--- config.mk ---
export PLATFORM = sky130hd
export DESIGN_NAME = ssd_display_arbiter_flat
export DESIGN_NICKNAME = d
export VERILOG_FILES = /design/src/rtl/ssd_arb_pkg.sv /design/src/rtl/ssd_display_arbiter_if.sv /design/src/rtl/ssd_display_arbiter_rr_pick.sv /design/src/rtl/ssd_display_arbiter.sv /design/src/flat_wrapper.sv
export SDC_FILE = /design/constraint.sdc
export NUM_CORES = 1
export LEC_CHECK = 0
export CAP_MARGIN = 20
export CORE_MARGIN = 2
export CORE_UTILIZATION = 35
export CTS_BUF_LIST = sky130_fd_sc_hd__clkbuf_2 sky130_fd_sc_hd__clkbuf_4 sky130_fd_sc_hd__clkbuf_8
export CTS_CLUSTER_SIZE = 12
export DETAILED_ROUTE_END_ITERATION = 7
export PLACE_DENSITY = 0.61
export RECOVER_POWER = 50
export SLEW_MARGIN = 10
export SYNTH_ARGS = -nofsm -noshare
export SYNTH_HDL_FRONTEND = slang
export SYNTH_HIERARCHICAL = 1
export SYNTH_SLANG_ARGS = --single-unit
--- constraint.sdc ---
create_clock -name DCLK -period 3.86 [get_ports DCLK]
set_input_delay 0.579 -clock DCLK [delete_from_list [all_inputs] [get_ports DCLK]]
set_output_delay 0.579 -clock DCLK [all_outputs]
set_load 0.02 [all_outputs]
--- src/rtl/ssd_arb_pkg.sv ---
// Shared types and defaults for the seven-segment display arbiter.
// Defines the FSM state encoding, default timing constants and the owner index width.
package ssd_arb_pkg;

  typedef enum logic [1:0] {
    IDLE     = 2'd0,
    SHOW     = 2'd1,
    OVERRIDE = 2'd2
  } arb_state_e;

  localparam int DWELL_DEF    = 2000;
  localparam int OVR_HOLD_DEF = 500;
  localparam int OWNER_W      = 2;

endpackage

--- src/rtl/ssd_display_arbiter_if.sv ---
// Source/display bundle between the value sources and the arbiter.
// The sources side is the master; the arbiter side is the slave.
interface ssd_display_arbiter_if
  import ssd_arb_pkg::*;
#(
  parameter int NREQ = 4,
  parameter int W    = 10
);
  // REQ[i] is a level request held by source i for as long as it wants display
  // time; GNT is the registered one-hot answer, and VAL[i] is sampled only while
  // GNT[i] is set. There is no back-pressure: ownership changes take effect
  // one DCLK after the decision.
  logic [NREQ-1:0]    REQ;
  logic [NREQ*W-1:0]  VAL;
  logic               OVR_REQ;
  logic [W-1:0]       OVR_VAL;
  logic [W-1:0]       DIN_OUT;
  logic [NREQ-1:0]    GNT;
  logic [OWNER_W-1:0] OWNER;
  logic               SWITCH;
  logic               OVR_ACT;

  modport master (
    output REQ, VAL, OVR_REQ, OVR_VAL,
    input  DIN_OUT, GNT, OWNER, SWITCH, OVR_ACT
  );

  modport slave (
    input  REQ, VAL, OVR_REQ, OVR_VAL,
    output DIN_OUT, GNT, OWNER, SWITCH, OVR_ACT
  );
endinterface

--- src/rtl/ssd_display_arbiter_rr_pick.sv ---
// Round-robin search: first set request at or after start_i, wrapping modulo NREQ.
// Purely combinational; the arbiter feeds it owner+1 so the current owner is checked last.
module rr_pick
  import ssd_arb_pkg::*;
#(
  parameter int NREQ = 4
) (
  input  logic [NREQ-1:0]    req_i,
  input  logic [OWNER_W-1:0] start_i,
  output logic               found_o,
  output logic [OWNER_W-1:0] idx_o
);

  // Walk from the far end back towards start_i so the closest requester wins.
  always_comb begin
    found_o = 1'b0;
    idx_o   = start_i;
    for (int k = NREQ - 1; k >= 0; k--) begin
      if (req_i[(int'(start_i) + k) % NREQ]) begin
        found_o = 1'b1;
        idx_o   = OWNER_W'((int'(start_i) + k) % NREQ);
      end
    end
  end

endmodule

--- src/rtl/ssd_display_arbiter.sv ---
// Time-shares the 4-digit display between NREQ sources in round-robin order,
// with a level override that pre-empts the rotation and freezes the dwell count.
module ssd_display_arbiter
  import ssd_arb_pkg::*;
#(
  parameter int NREQ     = 4,
  parameter int W        = 10,
  parameter int DWELL    = DWELL_DEF,
  parameter int OVR_HOLD = OVR_HOLD_DEF
) (
  input  logic                 DCLK,
  input  logic                 RST,
  ssd_display_arbiter_if.slave bus,
  output logic [1:0]           state_o
);

  localparam int DW = $clog2(DWELL + 1);
  localparam int HW = $clog2(OVR_HOLD + 1);
  localparam logic [1:0] S_IDLE = IDLE;
  localparam logic [1:0] S_SHOW = SHOW;
  localparam logic [1:0] S_OVR  = OVERRIDE;

  logic [1:0]         state_q, state_d;
  logic [OWNER_W-1:0] owner_q, owner_d, start_idx, pick_idx;
  logic               pick_found, do_pick;
  logic [DW-1:0]      dwell_q, dwell_d;
  logic [HW-1:0]      hold_q, hold_d;
  logic               resume_q, resume_d;
  logic [W-1:0]       din_q, din_d;
  logic [NREQ-1:0]    gnt_q, gnt_d;
  logic               switch_q, switch_d;
  logic               ovr_q, ovr_d;
  logic [W-1:0]       val_arr [NREQ];

  always_comb begin
    for (int i = 0; i < NREQ; i++) val_arr[i] = bus.VAL[i*W +: W];
  end

  assign start_idx = (owner_q == OWNER_W'(NREQ - 1)) ? '0 : owner_q + OWNER_W'(1);

  rr_pick #(.NREQ(NREQ)) u_pick (
    .req_i   (bus.REQ),
    .start_i (start_idx),
    .found_o (pick_found),
    .idx_o   (pick_idx)
  );

  // resume_q remembers whether the override interrupted a live grant, so an
  // override entered from IDLE never resurrects a stale owner.
  always_comb begin
    state_d  = state_q;
    owner_d  = owner_q;
    dwell_d  = dwell_q;
    hold_d   = hold_q;
    resume_d = resume_q;
    switch_d = 1'b0;
    do_pick  = 1'b0;
    case (state_q)
      S_IDLE: begin
        if (bus.OVR_REQ) begin
          state_d  = S_OVR;
          hold_d   = '0;
          resume_d = 1'b0;
        end else begin
          do_pick = 1'b1;
        end
      end
      S_SHOW: begin
        if (bus.OVR_REQ) begin
          state_d  = S_OVR;
          hold_d   = '0;
          resume_d = 1'b1;
        end else if (dwell_q == DW'(DWELL - 1) || !bus.REQ[owner_q]) begin
          do_pick = 1'b1;
        end else begin
          dwell_d = dwell_q + DW'(1);
        end
      end
      S_OVR: begin
        if (bus.OVR_REQ || hold_q < HW'(OVR_HOLD - 1)) begin
          hold_d = (hold_q == HW'(OVR_HOLD)) ? hold_q : hold_q + HW'(1);
        end else if (resume_q && bus.REQ[owner_q]) begin
          state_d = S_SHOW;
        end else begin
          do_pick = 1'b1;
        end
      end
      default: state_d = S_IDLE;
    endcase

    if (do_pick) begin
      dwell_d = '0;
      if (pick_found) begin
        state_d  = S_SHOW;
        owner_d  = pick_idx;
        switch_d = (pick_idx != owner_q);
      end else begin
        state_d = S_IDLE;
      end
    end
  end

  // Outputs are a function of the next state so they land in the same register stage.
  always_comb begin
    gnt_d = '0;
    din_d = '0;
    ovr_d = 1'b0;
    case (state_d)
      S_SHOW: begin
        gnt_d = {{(NREQ-1){1'b0}}, 1'b1} << owner_d;
        din_d = val_arr[owner_d];
      end
      S_OVR: begin
        din_d = bus.OVR_VAL;
        ovr_d = 1'b1;
      end
      default: ;
    endcase
  end

  always_ff @(posedge DCLK) begin
    if (RST) begin
      state_q  <= S_IDLE;
      owner_q  <= OWNER_W'(NREQ - 1);
      dwell_q  <= '0;
      hold_q   <= '0;
      resume_q <= 1'b0;
      din_q    <= '0;
      gnt_q    <= '0;
      switch_q <= 1'b0;
      ovr_q    <= 1'b0;
    end else begin
      state_q  <= state_d;
      owner_q  <= owner_d;
      dwell_q  <= dwell_d;
      hold_q   <= hold_d;
      resume_q <= resume_d;
      din_q    <= din_d;
      gnt_q    <= gnt_d;
      switch_q <= switch_d;
      ovr_q    <= ovr_d;
    end
  end

  assign bus.DIN_OUT = din_q;
  assign bus.GNT     = gnt_q;
  assign bus.OWNER   = owner_q;
  assign bus.SWITCH  = switch_q;
  assign bus.OVR_ACT = ovr_q;
  assign state_o     = state_q;

endmodule

--- src/flat_wrapper.sv ---
// flat-port wrapper written by rule: the top's interface ports become plain ports
module ssd_display_arbiter_flat import ssd_arb_pkg::*;
#(
  parameter int NREQ     = 4,
  parameter int W        = 10,
  parameter int DWELL    = DWELL_DEF,
  parameter int OVR_HOLD = OVR_HOLD_DEF
)
  (DCLK, RST, state_o, bus_REQ, bus_VAL, bus_OVR_REQ, bus_OVR_VAL, bus_DIN_OUT, bus_GNT, bus_OWNER, bus_SWITCH, bus_OVR_ACT);
  ssd_display_arbiter_if #(.NREQ(NREQ), .W(W)) bus_i ();
  input  logic DCLK;
  input  logic RST;
  output logic [1:0] state_o;
  input wire logic [$bits(bus_i.REQ)-1:0] bus_REQ;
  input wire logic [$bits(bus_i.VAL)-1:0] bus_VAL;
  input wire logic [$bits(bus_i.OVR_REQ)-1:0] bus_OVR_REQ;
  input wire logic [$bits(bus_i.OVR_VAL)-1:0] bus_OVR_VAL;
  output wire logic [$bits(bus_i.DIN_OUT)-1:0] bus_DIN_OUT;
  output wire logic [$bits(bus_i.GNT)-1:0] bus_GNT;
  output wire logic [$bits(bus_i.OWNER)-1:0] bus_OWNER;
  output wire logic [$bits(bus_i.SWITCH)-1:0] bus_SWITCH;
  output wire logic [$bits(bus_i.OVR_ACT)-1:0] bus_OVR_ACT;
  assign bus_i.REQ = bus_REQ;
  assign bus_i.VAL = bus_VAL;
  assign bus_i.OVR_REQ = bus_OVR_REQ;
  assign bus_i.OVR_VAL = bus_OVR_VAL;
  assign bus_DIN_OUT = bus_i.DIN_OUT;
  assign bus_GNT = bus_i.GNT;
  assign bus_OWNER = bus_i.OWNER;
  assign bus_SWITCH = bus_i.SWITCH;
  assign bus_OVR_ACT = bus_i.OVR_ACT;
  ssd_display_arbiter #(.NREQ(NREQ), .W(W), .DWELL(DWELL), .OVR_HOLD(OVR_HOLD)) u_core (.DCLK(DCLK), .RST(RST), .bus(bus_i), .state_o(state_o));
endmodule
==> run metrics <==
crit path kind=in2reg; worst-path cell with the longest stage delay=dlygate4sd3_1; Ports=77; count of input and output buffers=76; Period Utilization, post-route=0.908; Root Driver=clkbuf_8; Power Dens Cells=317 mW/mm^2; Setup WS pre-CTS=0.171 ns; Yosys warnings=6; Initial Util=0.365; hold buffers post-CTS=0; 1st-iter DRT viols=58; # rows=29; post-synth top area cell=dfxtp_1; htree depth=2; Final Core Density=0.508; Final Hold Violating Endpoints=0; register area share after synthesis=0.352; Post-DP Area=0.00316 sq mm; Total Power=1.03 mW; vias per std cell=5.19; Final Max Tran Viols=0; antenna violations before repair=0; Slew @ Worst Pin=0.838 ns; clk slew on worst S/H paths=0.07 ns; VDD IR max=203 uV; Final Critical Period=3.51 ns; Residual DRC=0; Lkg Pwr=1.27 nW; top-area cell type share of the netlist area=0.352; reg2reg setup slack=0.73 ns; chip width=85.6 um; Non-Filler Instances=415; worst hold slack=0.502 ns; Syn Nets=325; Worst setup EP type=flip-flop; TritonCTS clock tree=yes; Area contributors post-synth=dfxtp_1 35%, nor2_1 5.3%, mux2_2 4.8%; Worst Setup Start Kind=input port; cts repair resizes=0; Pre-antenna DRT Iters=4; status=complete, no violations; GR Overflow Total=0; Slew Limit Headroom=0.440; Max Freq=285 MHz; clk_skew=0.00741 ns; setup_tns=0 ns; most instantiated cells after synthesis=41 x dfxtp_1, 33 x nor2_1, 14 x nand2_1; first-pass GRT wire length=9.73 mm; pin count of the biggest net entering global routing=24; routed via count=2153; Worst Hold Class=reg2reg; crit path max fanout=10; RSZ-0062 raised after global routing=false; antenna cells=0; GRT Util Overall=0.164; Post-Syn Instances=262; Clock Latency Late Sink=0.29 ns; asr flop ratio synth=0; design area=0.00325 sq mm; # fillers=630; CP peak stage delay=0.59 ns; total die area=0.00732 sq mm; Routed WL=5.96 mm; GP Congestion=0.791; CP Cell Sequence=dlygate4sd3_1 > nand2b_1 > nor4_2 > and2_1 > nor2_1 > o22ai_1 > inv_1 > ha_1 > nor2b_1 > and4_1 > a41oi_2 > nor2_1 > a221o_1; syn avg cell area=8.89 sq um; core area=0.00639 sq mm; final worst slack=0.355 ns; Max-Cap Viols=0; Post-CTS Setup Inserts=0; CTS Sinks=41; cell mode on critical path=nor2_1; WP data required=4.04 ns; Post-Syn Area=0.00233 sq mm; Arr. time, crit path=3.68 ns; Inst Count DP=408; most frequent cell after synthesis=dfxtp_1; flops & latches, synth=41; fin nets=401; TritonCTS buffer count=5; Longest Clk Path Bufs=2; post-route ant nets=0; DP HPWL=4.49 mm; vias in the first global route=2013; Area growth, synth to finish=39.3%; synth unique cells=56; EDFF count, synth=0; share of cells above drive strength 1=0.0917; final setup violation count=0; ys flop type=dfxtp_1; wire per inst=14.4 um; chip height=85.6 um
[power by group]
part           internal (mW)  switching, mW  leakage [nW]
clock network          0.149          0.143        0.0477
logic                  0.151          0.132         0.887
registers              0.440         0.0132         0.332
[path summary, 6_finish.rpt]
path / startpoint / endpoint / cells past startpoint
max: bus_OVR_REQ / u_core/bus.DIN_OUT[4]$_SDFF_PP0_ / 13
min: u_core/dwell_q[10]$_SDFFE_PP0P_ / u_core/dwell_q[10]$_SDFFE_PP0P_ / 2
max reg2reg: u_core/dwell_q[0]$_SDFFE_PP0P_ / u_core/bus.DIN_OUT[4]$_SDFF_PP0_ / 11
min reg2reg: u_core/dwell_q[10]$_SDFFE_PP0P_ / u_core/dwell_q[10]$_SDFFE_PP0P_ / 2
[cell families after synthesis]
logic type / count (synthesis) / share of synthesized area
compound gates: 63 / 0.208
buf+inv: 16 / 0.0328
fa+ha+maj: 6 / 0.0322
simple gates: 106 / 0.248
mux: 15 / 0.0698
xor+xnor: 15 / 0.0564
flops: 41 / 0.352
[layer usage]
layer / up-vias / GRT usage / share of wire
li1: 1103 / - / -
met1: 984 / 0.217 / 0.48
met2: 62 / 0.264 / 0.46
met3: 4 / 0.0539 / 0.058
met4: 0 / 0.0303 / 0.0039
met5: - / 0 / 0
[area by class of cell]
class | instances | area [sq um] | share of cell area
repair buffers | 79 | 783 | 0.241
well taps | 77 | 96.3 | 0.0297
flip-flops and latches | 41 | 821 | 0.253
inverters | 6 | 22.5 | 0.00694
multi-input cells | 205 | 1430 | 0.441
clock buffers | 7 | 90.1 | 0.0278
[flip-flops by register name, summed over array words and instances (netlist names)]
| name | flops |
|---|---|
| u_core/bus.SWITCH | 1 |
| u_core/bus.OWNER | 2 |
| u_core/hold_q | 9 |
| u_core/bus.GNT | 4 |
| u_core/dwell_q | 11 |
| u_core/bus.DIN_OUT | 10 |
| u_core/bus.OVR_ACT | 1 |
| u_core/resume_q | 1 |
| u_core/state_o | 2 |
[critical path, delay by kind of cell]
| family | cells | cell delay, ns |
|---|---|---|
| buffers and inverters | 2 | 0.65 |
| AND/OR/NAND/NOR | 7 | 1.52 |
| AO/OA/AOI/OAI | 3 | 0.72 |
| adder cells (fa/ha/maj) | 1 | 0.20 |
[cells in the final DEF (no fill, tap or decap), types with 10 or more instances in the layout]
master	count
a21boi_0	11
a221o_1	10
and3_1	13
clkdlybuf4s50_1	55
dfxtp_1	41
dlygate4sd3_1	21
mux2_2	10
nand2_1	14
nor2_1	33
o21a_1	11
xor2_1	12
(Power assumes the default switching activity.)
